==> config.mk <==
export PLATFORM = sky130hd
export DESIGN_NAME = alu_exec_stage
export DESIGN_NICKNAME = d
export VERILOG_FILES = /design/src/rtl/alu_exec_stage_pkg.sv /design/src/rtl/alu.sv /design/src/rtl/alu_exec_stage_flags.sv /design/src/rtl/alu_exec_stage.sv
export SDC_FILE = /design/constraint.sdc
export NUM_CORES = 1
export LEC_CHECK = 0
export CAP_MARGIN = 5
export CORE_ASPECT_RATIO = 0.7
export CORE_MARGIN = 3
export CORE_UTILIZATION = 40
export CTS_BUF_LIST = sky130_fd_sc_hd__clkbuf_4 sky130_fd_sc_hd__clkbuf_8 sky130_fd_sc_hd__clkbuf_16
export CTS_CLUSTER_DIAMETER = 60
export DETAILED_ROUTE_END_ITERATION = 10
export GPL_TIMING_DRIVEN = 0
export HOLD_SLACK_MARGIN = 0.12
export PLACE_DENSITY = 0.56
export SYNTH_ARGS = -nofsm -noshare
export SYNTH_HDL_FRONTEND = slang
export SYNTH_HIERARCHICAL = 1
export SYNTH_SLANG_ARGS = --single-unit
==> constraint.sdc <==
create_clock -name clk -period 9 [get_ports clk]
set_clock_uncertainty 0.1 [all_clocks]
set_input_delay 2.7 -clock clk [delete_from_list [all_inputs] [get_ports clk]]
set_output_delay 2.7 -clock clk [all_outputs]
set_load 0.01 [all_outputs]
==> src/rtl/alu_exec_stage_pkg.sv <==
// Shared opcode/condition constants and opcode-class predicates
// for the ALU execute stage.
package alu_exec_stage_pkg;

  localparam logic [3:0] OP_ADD    = 4'h0;
  localparam logic [3:0] OP_SUB    = 4'h1;
  localparam logic [3:0] OP_XOR    = 4'h2;
  localparam logic [3:0] OP_RED    = 4'h3;
  localparam logic [3:0] OP_SLL    = 4'h4;
  localparam logic [3:0] OP_SRA    = 4'h5;
  localparam logic [3:0] OP_ROR    = 4'h6;
  localparam logic [3:0] OP_PADDSB = 4'h7;
  localparam logic [3:0] OP_LLB    = 4'h8;
  localparam logic [3:0] OP_LHB    = 4'h9;

  localparam logic [2:0] CC_NE     = 3'b000;
  localparam logic [2:0] CC_EQ     = 3'b001;
  localparam logic [2:0] CC_GT     = 3'b010;
  localparam logic [2:0] CC_LT     = 3'b011;
  localparam logic [2:0] CC_GE     = 3'b100;
  localparam logic [2:0] CC_LE     = 3'b101;
  localparam logic [2:0] CC_OV     = 3'b110;
  localparam logic [2:0] CC_UNCOND = 3'b111;

  function automatic logic op_legal(
    input logic [3:0] op
  );
    return op <= OP_LHB;
  endfunction

  function automatic logic op_sets_all_flags(
    input logic [3:0] op
  );
    return (op == OP_ADD) || (op == OP_SUB);
  endfunction

  function automatic logic op_sets_z(
    input logic [3:0] op
  );
    return (op == OP_ADD) || (op == OP_SUB)
        || (op == OP_XOR) || (op == OP_SLL)
        || (op == OP_SRA) || (op == OP_ROR);
  endfunction

  function automatic logic op_is_shift(
    input logic [3:0] op
  );
    return (op == OP_SLL) || (op == OP_SRA)
        || (op == OP_ROR);
  endfunction

  function automatic logic op_is_byte(
    input logic [3:0] op
  );
    return (op == OP_LLB) || (op == OP_LHB);
  endfunction

endpackage

==> src/rtl/alu.sv <==
// 16-bit ALU: add/sub with signed-overflow err, xor, byte
// reduction, shifts/rotate, nibble-saturating add, byte loads.
module alu
  import alu_exec_stage_pkg::*;
(
  input  logic [15:0] aluin1,
  input  logic [15:0] aluin2,
  input  logic [3:0]  aluop,
  output logic [15:0] aluout,
  output logic        err
);

  logic [16:0] sum;
  logic [16:0] dif;
  logic [31:0] rot;
  logic [4:0]  nib;

  assign sum = {aluin1[15], aluin1} + {aluin2[15], aluin2};
  assign dif = {aluin1[15], aluin1} - {aluin2[15], aluin2};
  assign rot = {aluin1, aluin1} >> aluin2[3:0];

  always_comb begin
    aluout = '0;
    err    = 1'b0;
    nib    = '0;
    case (aluop)
      OP_ADD: begin
        aluout = sum[15:0];
        err    = sum[16] ^ sum[15];
      end
      OP_SUB: begin
        aluout = dif[15:0];
        err    = dif[16] ^ dif[15];
      end
      OP_XOR: aluout = aluin1 ^ aluin2;
      OP_RED: aluout =
          {{8{aluin1[15]}}, aluin1[15:8]}
        + {{8{aluin1[7]}},  aluin1[7:0]}
        + {{8{aluin2[15]}}, aluin2[15:8]}
        + {{8{aluin2[7]}},  aluin2[7:0]};
      OP_SLL: aluout = aluin1 << aluin2[3:0];
      OP_SRA: aluout = $signed(aluin1) >>> aluin2[3:0];
      OP_ROR: aluout = rot[15:0];
      OP_PADDSB: begin
        for (int i = 0; i < 4; i++) begin
          nib = {aluin1[4*i+3], aluin1[4*i +: 4]}
              + {aluin2[4*i+3], aluin2[4*i +: 4]};
          // sign disagreement between bits 4 and 3
          // means the nibble sum overflowed
          if (nib[4] ^ nib[3])
            aluout[4*i +: 4] = nib[4] ? 4'h8 : 4'h7;
          else
            aluout[4*i +: 4] = nib[3:0];
        end
      end
      OP_LLB: aluout = {aluin1[15:8], aluin2[7:0]};
      OP_LHB: aluout = {aluin2[7:0], aluin1[7:0]};
      default: aluout = '0;
    endcase
  end

endmodule

==> src/rtl/alu_exec_stage_flags.sv <==
// Z/V/N flag register with per-opcode update and branch decode.
// upd marks an accepted op; br_taken is combinational.
module alu_flag_reg
  import alu_exec_stage_pkg::*;
(
  input  logic        clk,
  input  logic        rst,
  input  logic        upd,
  input  logic [3:0]  op,
  input  logic [15:0] res,
  input  logic        err,
  input  logic [2:0]  br_cond,
  output logic        flag_z,
  output logic        flag_v,
  output logic        flag_n,
  output logic        br_taken
);

  always_ff @(posedge clk) begin
    if (rst) begin
      flag_z <= 1'b0;
      flag_v <= 1'b0;
      flag_n <= 1'b0;
    end else if (upd) begin
      if (op_sets_z(op))
        flag_z <= (res == '0);
      if (op_sets_all_flags(op)) begin
        flag_n <= res[15];
        flag_v <= err;
      end
    end
  end

  always_comb begin
    br_taken = 1'b0;
    unique case (br_cond)
      CC_NE:     br_taken = !flag_z;
      CC_EQ:     br_taken = flag_z;
      CC_GT:     br_taken = !flag_z && !flag_n;
      CC_LT:     br_taken = flag_n;
      CC_GE:     br_taken = flag_z || !flag_n;
      CC_LE:     br_taken = flag_n || flag_z;
      CC_OV:     br_taken = flag_v;
      CC_UNCOND: br_taken = 1'b1;
    endcase
  end

endmodule

==> src/rtl/alu_exec_stage.sv <==
// Execute stage: operand mux, alu, one-entry result slot with
// valid/ready backpressure, and the Z/V/N flag register.
module alu_exec_stage
  import alu_exec_stage_pkg::*;
#(
  parameter int DW = 16,
  parameter int RW = 4
) (
  input  logic          clk,
  input  logic          rst,
  input  logic          in_valid,
  output logic          in_ready,
  input  logic [3:0]    in_op,
  input  logic [DW-1:0] in_a,
  input  logic [DW-1:0] in_b,
  input  logic [7:0]    in_imm,
  input  logic [RW-1:0] in_rd,
  output logic          out_valid,
  input  logic          out_ready,
  output logic [DW-1:0] out_result,
  output logic [RW-1:0] out_rd,
  output logic          out_err,
  output logic          flag_z,
  output logic          flag_v,
  output logic          flag_n,
  input  logic [2:0]    br_cond,
  output logic          br_taken
);

  logic          accept;
  logic          legal;
  logic [DW-1:0] aluin2;
  logic [DW-1:0] aluout;
  logic          alu_err;

  assign in_ready = !out_valid || out_ready;
  assign accept   = in_valid && in_ready;
  assign legal    = op_legal(in_op);

  always_comb begin
    aluin2 = in_b;
    unique case (1'b1)
      op_is_shift(in_op): aluin2 = {12'b0, in_imm[3:0]};
      op_is_byte(in_op):  aluin2 = {8'b0, in_imm};
      default:            aluin2 = in_b;
    endcase
  end

  alu u_alu (
    .aluin1 (in_a),
    .aluin2 (aluin2),
    .aluop  (in_op),
    .aluout (aluout),
    .err    (alu_err)
  );

  always_ff @(posedge clk) begin
    if (rst) begin
      out_valid  <= 1'b0;
      out_result <= '0;
      out_rd     <= '0;
      out_err    <= 1'b0;
    end else if (accept) begin
      out_valid  <= 1'b1;
      out_result <= legal ? aluout : '0;
      out_rd     <= in_rd;
      out_err    <= !legal || alu_err;
    end else if (out_ready) begin
      out_valid  <= 1'b0;
    end
  end

  alu_flag_reg u_flags (
    .clk      (clk),
    .rst      (rst),
    .upd      (accept),
    .op       (in_op),
    .res      (aluout),
    .err      (alu_err),
    .br_cond  (br_cond),
    .flag_z   (flag_z),
    .flag_v   (flag_v),
    .flag_n   (flag_n),
    .br_taken (br_taken)
  );

endmodule

==> results.md <==
* Sink Count at 25
* Worst path cell trace: clkdlybuf4s50_1, nand2b_1, a21o_4, mux2_2, inv_1, clkbuf_4, fa_1, fa_1, inv_1, ha_1, fa_1, a21o_1, a21oi_1, xnor2_1, a221oi_1, o2111a_1, nand3_1, nor4_1, nand4_1, o21ai_1
* Share of cells above drive strength 1 at 0.106
* Crit path capture type: flip-flop
* CTS tree: done
* Critical path's most frequent cell: fa_1
* Slowest CP cell: clkdlybuf4s50_1
* Worst Setup Start Kind: primary input
* R2R Setup Slk at 7.23 ns
* Area delta synth->final at 16.9%
* Post-Syn Nets at 1,063
* Worst path top cell family by delay: compound AO/OA/AOI/OAI gates
* DRC violations left at 0
* Gr busiest metal: met1
* Minimum clock period at 8.79 ns
* Unrepaired setup endpoints after global routing: false
* Global route overflow at 0
* Top-Level Pins at 82
* Die area at 19,200 um2
* Post-route ant nets at 0
* Hold Crit Endpoint: out_result[11]
* Post-DP HPWL at 26,100 um
* Num CTS Buffers at 3
* Placer Congestion at 1.03
* Clock root cell: clkbuf_16
* Die width at 164 um
* Final period utilization at 0.977
* Ranking of synthesized cells by area: ha_1 7.7%, dfxtp_1 7.1%, mux2i_1 6.4%
* Core box area at 16,700 um2
* CP bufs+invs at 4
* EDFF count, synth at 0
* Fin nets at 1,148
* Final Hold Fails at 0
* GR Util met3 at 0.121
* Register area share after synthesis at 0.0714
* Most frequent cell after synthesis: nor2_1
* Power density cells at 125 nW/um2
* Hold crit path type: flip-flop to flip-flop
* # rows at 39
* Fmax at 114 MHz
* Layout Utilization at 0.490
* GRT met1 Usage at 0.502
* Total track usage at 0.327
* First-pass GRT wire length at 46,600 um
* Max-slew violations at 0
* Starting Density at 0.419
* Setup Viol. Count Final at 0
* Worst EP arrival at 8.89 ns
* Yosys warnings at 6
* ANT cells at 0
* Slew HR at 0.196
* Vias per cell at 6.44
* Post-route setup TNS at 0 ns
* Post-synthesis average cell area at 7.43 um2
* Worst-skew pair later-pin latency at 0.27 ns
* Fraction of registers with async set or reset after synthesis at 0
* CP required at 9.10 ns
* Antenna violations before repair at 1
* Cell area after synthesis at 7010 um2
* Status: completed
* Hold Buf Count CTS at 0
* Leak at 3.27 nW
* Flops & latches, synth at 25
* Yosys top cell area share at 0.0768
* Pre-antenna DRT Iters at 5
* Synthesized instance count at 943
* IO Port Bufs at 81
* Clock Tree Buf Depth at 2
* Worst R2R End: out_result[1]
* R2R cell count at 6
* Routed wire length at 32,100 um
* Reg-to-Reg Start: out_valid
* Wire per inst at 25.6 um
* Number of global-route vias before repair at 7,264
* Most instantiated cells after synthesis: 91 x nor2_1, 82 x nand2_1, 68 x a21oi_1
* Peak supply drop at 0.0998 mV
* Largest net degree at the start of global routing at 16
* Top FF cell, synth: dfxtp_1
* Filler cell count at 1,694
* Crit path kind: primary input to flip-flop
* Met2 usage at 0.428
* Synth cell types at 88
* Hold Startpoint: out_result[11]
* DR vias at 8,065
* H-tree depth at 1
* Worst-path maximum fanout at 12
* Slew @ Worst Pin at 1.20 ns
* Largest area contributor in the netlist: ha_1
* Clk pin slew, worst setup/hold paths at 0.07 ns
* Height of the die at 117 um
* DR iter-0 viols at 1,155
* Max cap viols at 0
* Critical Path Max Stage Delay at 0.62 ns
* Hold Crit Depth at 1
worst reg2reg max path: stages (launching register included):
cell	delay, ns
dfxtp_1	0.33
nor2b_1	0.12
buf_2	0.22
inv_2	0.11
a21oi_2	0.32
buf_2	0.34
a22o_1	0.19
where the power goes:
part / total [mW] / switching [mW] / internal, mW
clock network: 0.105 / 0.0442 / 0.0606
registers: 0.121 / 0.00360 / 0.118
logic: 0.797 / 0.489 / 0.308
total: 1.02 / 0.537 / 0.486
logic make-up after synthesis:
| logic type | after synthesis | synth area share |
|---|---|---|
| simple gates | 313 | 0.225 |
| buf+inv | 133 | 0.0900 |
| compound gates | 301 | 0.299 |
| fa+ha+maj | 70 | 0.147 |
| flops | 25 | 0.0714 |
| mux | 76 | 0.137 |
| xor+xnor | 25 | 0.0312 |
cell type report:
| type | count | area, um2 | area share |
|---|---|---|---|
| Tap cell | 225 | 282 | 0.0343 |
| Sequential cell | 25 | 500 | 0.0611 |
| Inverter | 65 | 245 | 0.0299 |
| Clock buffer | 3 | 75.1 | 0.00916 |
| Multi-Input combinational cell | 785 | 5890 | 0.718 |
| Timing Repair Buffer | 81 | 813 | 0.0992 |
| Clock inverter | 1 | 7.51 | 0.000916 |
| Buffer | 67 | 387 | 0.0472 |
registers in the layout, summed over array words and instances (netlist names):
register        cells
out_valid           1
u_flags/flag_z      1
u_flags/flag_n      1
out_rd              4
u_flags/flag_v      1
out_result         16
out_err             1
cell usage in the layout, fill, tap and decap left out, types with 5 or more instances in the layout:
master            n
nor2_1           91
nand2_1          82
clkdlybuf4s50_1  80
a21oi_1          68
inv_1            61
o21ai_0          55
mux2i_1          45
ha_1             43
dfxtp_1          25
clkbuf_1         24
buf_2            22
nand3_1          22
fa_1             22
nor3_1           21
a22o_1           20
o211ai_1         20
xnor2_1          18
nor2b_1          17
mux2_2           17
o22ai_1          14
mux4_2           14
and2_1           13
a211oi_1         13
nand2b_1         12
o31ai_1          12
nor4_1           11
buf_6            10
o21a_1            9
and3_1            8
a221oi_1          8
xor2_1            7
a22oi_1           7
a21o_1            6
a31oi_1           6
o32ai_1           6
a221o_1           5
a2bb2oi_1         5
maj3_1            5
through the flow:
stage	instance area [um2]	hold slack [ns]	power, mW	cells	worst slack, ns
detailed placement	8100	0.360	0.889	1249	-0.432
CTS	8190	0.379	0.997	1253	0.0915
finish	8200	0.377	1.02	1252	0.210
global route	8200	0.402	1.09	1252	0.0134
global placement	8100	0.355	0.894	1249	-0.447
floorplan	7010	0.398	0.647	943	1.78
worst max-delay path by stage:
stage                   from        endpoint  slack [ns]  depth (start not counted)
floorplan           in_op[2]  u_flags/flag_z        1.78                         20
finish              in_op[0]  u_flags/flag_z        0.21                         20
detailed placement  in_op[3]  u_flags/flag_z       -0.43                         19
CTS                 in_op[3]  u_flags/flag_z        0.09                         19
global placement    in_op[0]  u_flags/flag_z       -0.45                         19
global route        in_op[2]  u_flags/flag_z        0.01                         20
metal layers:
layer | up-vias | wire (um)
li1 | 3649 | -
met1 | 3837 | 14700
met2 | 531 | 12200
met3 | 46 | 4520
met4 | 2 | 617
met5 | - | 11
timing repair:
item | in CTS | in global routing
setup endpoints to repair | 1 | 1
resized for setup | 1 | 7
gates cloned | 0 | 0
setup buffers | 0 | 0
pin swaps | 0 | 0
No activity file was read; power rests on OpenSTA's default activity.
